[src/rtl/bitwave_pkg.sv]
// Shared types and constants for the BitWave layer sequencer.
package bitwave_pkg;

  typedef enum logic [2:0] {
    IDLE    = 3'd0,
    LOAD    = 3'd1,
    DRAIN   = 3'd2,
    COMPUTE = 3'd3,
    WRITE   = 3'd4,
    FIN     = 3'd5
  } state_e;

  localparam logic [1:0] ACC_CLR = 2'b11;
  localparam logic [1:0] ACC_ON  = 2'b01;
  localparam logic [1:0] ACC_OFF = 2'b00;

endpackage

[src/rtl/bitwave_addr_gen.sv]
// Weight/activation read pointers and the one-cycle SRAM-to-buffer write delay line.
module bitwave_addr_gen #(
  parameter int ADDR_W = 16,
  parameter int BUF_AW = 6
) (
  input  logic              clk,
  input  logic              rst,
  input  logic              init,
  input  logic              rewind,
  input  logic              step,
  input  logic [BUF_AW-1:0] row,
  input  logic [ADDR_W-1:0] w_base,
  input  logic [ADDR_W-1:0] a_base,
  output logic [ADDR_W-1:0] w_addr,
  output logic [ADDR_W-1:0] a_addr,
  output logic              buf_wen,
  output logic [BUF_AW-1:0] buf_addr
);

  logic [ADDR_W-1:0] w_ptr_q;
  logic [ADDR_W-1:0] a_ptr_q;
  logic [ADDR_W-1:0] a_base_q;

  // The weight pointer only ever advances; the activation pointer rewinds per output tile.
  always_ff @(posedge clk) begin
    if (rst) begin
      w_ptr_q  <= '0;
      a_ptr_q  <= '0;
      a_base_q <= '0;
      buf_wen  <= 1'b0;
      buf_addr <= '0;
    end else begin
      if (init) begin
        w_ptr_q  <= w_base;
        a_ptr_q  <= a_base;
        a_base_q <= a_base;
      end else begin
        if (step) begin
          w_ptr_q <= w_ptr_q + ADDR_W'(1);
          a_ptr_q <= a_ptr_q + ADDR_W'(1);
        end
        if (rewind) a_ptr_q <= a_base_q;
      end
      buf_wen  <= step;
      buf_addr <= step ? row : '0;
    end
  end

  assign w_addr = step ? w_ptr_q : '0;
  assign a_addr = step ? a_ptr_q : '0;

endmodule

[src/rtl/bitwave_tile_sequencer.sv]
// Layer sequencer: walks N output tiles x K reduction tiles, loading buffers, running the PE array, writing results.
module bitwave_tile_sequencer
  import bitwave_pkg::*;
#(
  parameter int ADDR_W    = 16,
  parameter int BUF_AW    = 6,
  parameter int TILE_ROWS = 8,
  parameter int CNT_W     = 8,
  parameter int TIMEOUT   = 4096
) (
  input  logic              clk,
  input  logic              rst,
  input  logic              start,
  input  logic [CNT_W-1:0]  cfg_k_tiles,
  input  logic [CNT_W-1:0]  cfg_n_tiles,
  input  logic [ADDR_W-1:0] cfg_w_base,
  input  logic [ADDR_W-1:0] cfg_a_base,
  input  logic [ADDR_W-1:0] cfg_o_base,
  output logic              busy,
  output logic              done,
  output logic              error,
  output logic              sram_en,
  output logic [ADDR_W-1:0] sram_w_read_address,
  output logic [ADDR_W-1:0] sram_a_read_address,
  output logic              buf_wen,
  output logic [BUF_AW-1:0] buf_write_address,
  output logic              pe_start,
  output logic [1:0]        acc_en,
  input  logic              pe_done,
  output logic              result_we,
  output logic [ADDR_W-1:0] sram_write_address,
  output state_e            dbg_state
);

  localparam int TMR_W = $clog2(TIMEOUT) + 1;
  localparam logic [BUF_AW-1:0] LAST_ROW = BUF_AW'(TILE_ROWS - 1);

  state_e            state_q, state_d;
  logic [CNT_W-1:0]  k_q, n_q, k_tiles_q, n_tiles_q;
  logic [ADDR_W-1:0] o_base_q;
  logic [BUF_AW-1:0] row_q;
  logic [TMR_W-1:0]  tmr_q;
  logic              error_q;

  logic accept, last_row, last_k, last_n, tile_done, timeout, rewind;

  assign accept    = (state_q == IDLE) && start;
  assign last_row  = (row_q == LAST_ROW);
  assign last_k    = (k_q == k_tiles_q - CNT_W'(1));
  assign last_n    = (n_q == n_tiles_q - CNT_W'(1));
  // A pe_done seen on the COMPUTE entry cycle belongs to the previous tile and is dropped.
  assign tile_done = (state_q == COMPUTE) && (tmr_q != '0) && pe_done;
  assign timeout   = (state_q == COMPUTE) && !tile_done && (tmr_q == TMR_W'(TIMEOUT - 1));
  assign rewind    = (state_q == WRITE) && !last_n;

  always_comb begin
    state_d = state_q;
    case (state_q)
      IDLE:    if (start) state_d = (cfg_k_tiles == '0 || cfg_n_tiles == '0) ? FIN : LOAD;
      LOAD:    if (last_row) state_d = DRAIN;
      DRAIN:   state_d = COMPUTE;
      COMPUTE: begin
        if (tile_done)    state_d = last_k ? WRITE : LOAD;
        else if (timeout) state_d = FIN;
      end
      WRITE:   state_d = last_n ? FIN : LOAD;
      FIN:     state_d = IDLE;
      default: state_d = IDLE;
    endcase
  end

  always_ff @(posedge clk) begin
    if (rst) begin
      state_q   <= IDLE;
      k_q       <= '0;
      n_q       <= '0;
      k_tiles_q <= '0;
      n_tiles_q <= '0;
      o_base_q  <= '0;
      row_q     <= '0;
      tmr_q     <= '0;
      error_q   <= 1'b0;
    end else begin
      state_q <= state_d;
      if (accept) begin
        k_tiles_q <= cfg_k_tiles;
        n_tiles_q <= cfg_n_tiles;
        o_base_q  <= cfg_o_base;
        k_q       <= '0;
        n_q       <= '0;
        row_q     <= '0;
        error_q   <= 1'b0;
      end
      if (state_q == LOAD) row_q <= last_row ? '0 : row_q + BUF_AW'(1);
      tmr_q <= (state_q == COMPUTE) ? tmr_q + TMR_W'(1) : '0;
      if (tile_done && !last_k) k_q <= k_q + CNT_W'(1);
      if (timeout) error_q <= 1'b1;
      if (rewind) begin
        n_q <= n_q + CNT_W'(1);
        k_q <= '0;
      end
    end
  end

  bitwave_addr_gen #(
    .ADDR_W(ADDR_W),
    .BUF_AW(BUF_AW)
  ) u_addr_gen (
    .clk      (clk),
    .rst      (rst),
    .init     (accept),
    .rewind   (rewind),
    .step     (state_q == LOAD),
    .row      (row_q),
    .w_base   (cfg_w_base),
    .a_base   (cfg_a_base),
    .w_addr   (sram_w_read_address),
    .a_addr   (sram_a_read_address),
    .buf_wen  (buf_wen),
    .buf_addr (buf_write_address)
  );

  assign busy               = (state_q inside {LOAD, DRAIN, COMPUTE, WRITE});
  assign done               = (state_q == FIN);
  assign error              = error_q;
  assign sram_en            = (state_q == LOAD);
  assign pe_start           = (state_q == COMPUTE) && (tmr_q == '0);
  assign acc_en             = (state_q != COMPUTE) ? ACC_OFF : ((k_q == '0) ? ACC_CLR : ACC_ON);
  assign result_we          = (state_q == WRITE);
  assign sram_write_address = (state_q == WRITE) ? o_base_q + ADDR_W'(n_q) : '0;
  assign dbg_state          = state_q;

endmodule

[config.mk]
export PLATFORM = sky130hd
export DESIGN_NAME = bitwave_tile_sequencer
export DESIGN_NICKNAME = d
export VERILOG_FILES = /design/src/rtl/bitwave_pkg.sv /design/src/rtl/bitwave_addr_gen.sv /design/src/rtl/bitwave_tile_sequencer.sv
export SDC_FILE = /design/constraint.sdc
export NUM_CORES = 1
export LEC_CHECK = 0
export BUFFER_PORTS_ARGS = -buffer_cell sky130_fd_sc_hd__buf_4
export CAP_MARGIN = 20
export CORE_MARGIN = 2
export CORE_UTILIZATION = 55
export CTS_CLUSTER_DIAMETER = 30
export DETAILED_ROUTE_END_ITERATION = 10
export GPL_TIMING_DRIVEN = 0
export HOLD_SLACK_MARGIN = 0.03
export PLACE_DENSITY = 0.79
export SLEW_MARGIN = 20
export SYNTH_ARGS = -nofsm -noshare
export SYNTH_HDL_FRONTEND = slang
export SYNTH_HIERARCHICAL = 1
export SYNTH_SLANG_ARGS = --single-unit
[constraint.sdc]
create_clock -name clk -period 3.4 [get_ports clk]
set_input_delay 0.68 -clock clk [delete_from_list [all_inputs] [get_ports clk]]
set_output_delay 0.68 -clock clk [all_outputs]
set_load 0.05 [all_outputs]
# Yosys cells after proc, flatten, opt, wreduce, memory -nomap -nowiden
# Index checks and enable logic that the tools add are counted.
# totals
regBits,126
input_bits,68
out_inout_bits,66
elab_cells,92
# classes
n_addsub,9
n_eq_ne,13
n_mux,26
n_bitwise,2
n_reduce_logical,28
# op_table
operator,n
16-bit 2-to-1 mux,8
16-bit by 1-bit adder with 16-bit output (second input constant),2
8-bit zero test,3
8-bit 2-to-1 mux,3
3-bit 2-to-1 mux,7
6-bit 2-to-1 mux,3
16-bit by 8-bit adder with 16-bit output,1
8-bit by 1-bit adder with 8-bit output (second input constant),2
8-bit equality test,2
8-bit by 1-bit subtractor with 8-bit output (second input constant),2
3-bit case mux with 5 select lines,1
13-bit by 1-bit adder with 13-bit output (second input constant),1
13-bit by 12-bit equality test with 1-bit output (second input constant),1
13-bit zero test,1
13-bit nonzero test,1
1-bit logical AND,8
2-bit nonzero test,4
6-bit by 1-bit adder with 6-bit output (second input constant),1
3-bit by 2-bit equality test with 1-bit output (second input constant),2
3-bit equality test (second input constant),2
6-bit by 3-bit equality test with 1-bit output (second input constant),1
2-bit OR reduction,3
2-bit 2-to-1 mux,2
2-bit inequality test (second input constant),2
other kinds (11),15

# Logic depth before layout (Yosys ltp)
# depth
word_depth,9
depth_mapped,14
mapped_depth_nobuf,11

# Cells and area by module
# Netlist, hierarchy kept.
# modules_own_cells
mod,instances,cells_each,area_each_um2,seq_area_each_um2
bitwave_tile_sequencer,1,561,4221.5,1421.4
bitwave_addr_gen,1,388,3045.4,1101.1

# Worst setup path before layout
# Ideal clock, no wire load.
# synth_timing
path_type,flip-flop to output port
start,"register state_q[0], in the netlist dbg_state[0]"
end,output port acc_en[1]
t_arrival_ps,3254
required_ps,2720
path_slack_ps,-534
stages_incl_launch_ff,7
path_buffers,1
cell_sequence,dfxtp_1 > clkbuf_1 > nand2_1 > or2_2 > inv_1 > nand2_1 > nor4_1
# synth_between
elab_chain_len,2
# synth_rtl
element,line_no,source
from (decl),bitwave_tile_sequencer.sv:38,"state_e state_q, state_d;"
from (signal assigned),bitwave_tile_sequencer.sv:84,state_q <= state_d;
3-bit by 2-bit inequality test with 1-bit output,bitwave_tile_sequencer.sv:128,assign acc_en = (state_q != COMPUTE) ? ACC_OFF : ((k_q == '0) ? ACC_CLR : ACC_ON);
2-bit 2-to-1 mux,bitwave_tile_sequencer.sv:128,
to (decl),bitwave_tile_sequencer.sv:28,"output logic [1:0] acc_en,"
# No other way between the ends.

# Final worst setup path
# layout_timing
start,register n_q[0]
end,output port sram_write_address[12]
# layout_between
elab_chain_len,2
# layout_rtl
element,line_no,source
from (decl),bitwave_tile_sequencer.sv:39,"logic [CNT_W-1:0] k_q, n_q, k_tiles_q, n_tiles_q;"
from (signal assigned),bitwave_tile_sequencer.sv:99,n_q <= n_q + CNT_W'(1);
16-bit by 8-bit adder with 16-bit output,bitwave_tile_sequencer.sv:130,assign sram_write_address = (state_q == WRITE) ? o_base_q + ADDR_W'(n_q) : '0;
16-bit 2-to-1 mux,bitwave_tile_sequencer.sv:130,
to (decl),bitwave_tile_sequencer.sv:31,"output logic [ADDR_W-1:0] sram_write_address,"
# No other way between the ends.

==> flow_summary.json <==
{
  "grt_pass1_vias": 6944,
  "synth_ff_type": "dfxtp_1",
  "synth_cell_types": 73,
  "antenna_cells": 0,
  "endpoint_kind": "primary output",
  "die_area_um2": 14100,
  "synth_top_area_frac": 0.347,
  "hpwl_mm": 15.0,
  "viasPerCell": 5.82,
  "num_rows": 41,
  "syn_to_final_growth_pct": 29.1,
  "yosysTopAreaCell": "dfxtp_1",
  "layout-drive-gt1-share": 0.235,
  "violations": "setup timing",
  "tightest_slew_ps": 982,
  "die_x_um": 119,
  "relSlewSlack": 0.339,
  "cp.required_ps": 2720,
  "synth_area_per_cell_um2": 7.66,
  "grt_usage": 0.295,
  "fin_nets": 1196,
  "fillers": 994,
  "cp-start-kind": "flip-flop",
  "post-route-period-util": 1.01,
  "final_cell_mix": "nand2_1 (146), buf_4 (142), dfxtp_1 (122)",
  "synth_top_family_by_area": "simple AND/OR/NAND/NOR gates",
  "grt_use_met3": 0.0680,
  "start_util": 0.569,
  "overflow": 0,
  "total_leakage_power_nw": 3.84,
  "grtUsageMet1": 0.389,
  "cts_made_buffers": 17,
  "yosysWarnings": 6,
  "worstHoldPathType": "reg2reg",
  "p_total_w": 0.00497,
  "synth-async-reset-ratio": 0,
  "power.density_nw_per_um2": 529,
  "wl_mm": 21.1,
  "clk_path_buf_depth": 2,
  "crit_fanout": 5,
  "maxCapViolCount": 0,
  "busiest_layer": "met2",
  "synth_mux_area_frac": 0.0308,
  "critical_path_arrival_ps": 2760,
  "synth-edff-count": 0,
  "root_buffer": "clkbuf_16",
  "ir_drop_uv": 321,
  "synth-seq-cells": 126,
  "synthAdderAreaFrac": 0.0337,
  "synth-compound-area-share": 0.167,
  "grt_pass1_wl_mm": 33.9,
  "synthXorXnorAreaFrac": 0.0591,
  "die_h_um": 119,
  "drt-initial-drc-count": 778,
  "hold_buffers": 0,
  "synth_area_leaders": "dfxtp_1 (35%), nand2_1 (7.6%), a21oi_1 (4.7%)",
  "yosysSeqAreaShare": 0.347,
  "cts_sinks": 126,
  "setup_tns_ps": -96.9,
  "vias": 7528,
  "min_period_ps": 3440,
  "clk_latency_ps": 420,
  "setup_viol": 3,
  "final_max_slew_viol_count": 0,
  "max_freq_ghz": 0.291,
  "rsz0062_at_grt": "yes",
  "setup_slack_ps": -36.7,
  "mappedNetlistArea_um2": 7270,
  "core_area_um2": 12800,
  "drt.antenna.violating_nets": 0,
  "cts_tree": "built",
  "wl_per_cell_um": 16.3,
  "dr.pass1.iters": 5,
  "antenna_found_initial": 0,
  "io_buffers": 133,
  "pin_count": 134,
  "h-tree-depth": 4,
  "syn_nets": 1036,
  "status": "finished with violations",
  "grt_use_met2": 0.473,
  "skew_ps": 7.22,
  "netlist_instances": 949,
  "place.gp.congestion": 0.946,
  "grt_max_degree": 20,
  "worst_hold_slack_ps": 461,
  "final_common_cell": "nand2_1",
  "clk_pin_slew_ps": 60,
  "finalHoldViolCount": 0,
  "drc": 0,
  "synth-simple-area-share": 0.314,
  "critical_path_class": "reg2out"
}
-- synth_stat cells (all sizes together), types with 4 or more instances --
library cell and instances:
nor2 78, a21o 4, a31o 4, a311oi 4, or4 5, nor4 27
a21oi 68, inv 30, nand4 20, a211oi 25, o21bai 6, and2 30
nor2b 7, or2 4, and3 28, xnor2 29, buf 10, nand3 43
a31oi 11, xor2 20, o211ai 8, o21ai 21, nand2b 19, nand3b 4
nand2 147, nand4b 4, clkbuf 48, ha 18, nor3 20, or3 12
mux2i 19, dfxtp 126
-- where the power goes --
group | switching, W | leakage (nW) | internal (W)
Sequential | 0.000149 | 1.03 | 0.00161
Combinational | 0.000784 | 2.49 | 0.000458
Clock | 0.000663 | 0.312 | 0.00130
-- kinds of logic (layout without fill, tap and decap cells) --
family                   count (synthesis)  in the layout
adder cells (fa/ha/maj)                 19             19
multiplexers                            22             22
flip-flops                             126            126
AO/OA/AOI/OAI                          186            186
XOR/XNOR                                49             49
AND/OR/NAND/NOR                        458            458
buffers and inverters                   89            262
-- sequential cells by signal, summed over array words and instances (netlist names), 3 cells and up --
name,count
n_tiles_q,8
row_q,6
u_addr_gen/a_base_q,16
k_tiles_q,8
dbg_state,3
o_base_q,16
u_addr_gen/a_ptr_q,16
k_q,8
u_addr_gen/w_ptr_q,16
n_q,8
tmr_q,13
u_addr_gen/buf_addr,6
-- path summary, 6_finish.rpt --
| kind | slack (ps) | from | endpoint | cells past startpoint |
|---|---|---|---|---|
| worst max-delay path | -40 | n_q[0] | sram_write_address[12] | 9 |
| worst max register to register | 80 | n_tiles_q[0] | u_addr_gen/a_ptr_q[9] | 12 |
| worst min register to register | 460 | o_base_q[4] | o_base_q[4] | 2 |
| worst min-delay path | 460 | o_base_q[4] | o_base_q[4] | 2 |
-- metal layers --
metal  vias up  part of all wire  wire length [um]
met3        43             0.078              1640
li1       3683                 -                 -
met5         -                 0                 0
met2       339              0.47              9850
met4         0             0.023               484
met1      3463              0.43              9110
-- area by class of cell --
type	count	area, um^2	share of cell area
plain buffers	56	259	0.0276
clock buffers	22	484	0.0516
clock inverters	10	159	0.0169
inverters	31	121	0.0129
multi-input cells	734	4520	0.482
flip-flops and latches	126	2530	0.270
well taps	172	215	0.0229
repair buffers	143	1090	0.116
-- worst max-delay path, cell delays in order (launching register included) --
cell and delay (ps):
dfxtp_4 350, ha_4 160, fa_2 380, a21o_1 190, a21oi_2 140, o21bai_1 90
a2111o_1 460, nand4_1 140, mux2i_2 230, buf_6 180
-- through the flow --
| step | cells | utilization | worst slack (ps) | instance area (um^2) |
|---|---|---|---|---|
| 2_1_floorplan | 949 | - | 22.9 | 7340 |
| 3_3_place_gp | 1254 | 0.670 | -531 | 8560 |
| 3_5_place_dp | 1254 | 0.670 | -523 | 8560 |
| 4_1_cts | 1289 | 0.727 | 1.48 | 9290 |
| 5_1_grt | 1294 | 0.735 | -115 | 9380 |
| 6_report | 1294 | 0.735 | -36.7 | 9380 |
-- timing repair --
item / CTS / global route
gates resized for setup: 22 / 36
endpoints found under the setup margin: 83 / 81
pin swaps: 7 / 3
endpoints found under the hold margin: 0 / 0
cloned: 0 / 1
setup buffers: 5 / 4
No activity file was read; power rests on OpenSTA's default activity.
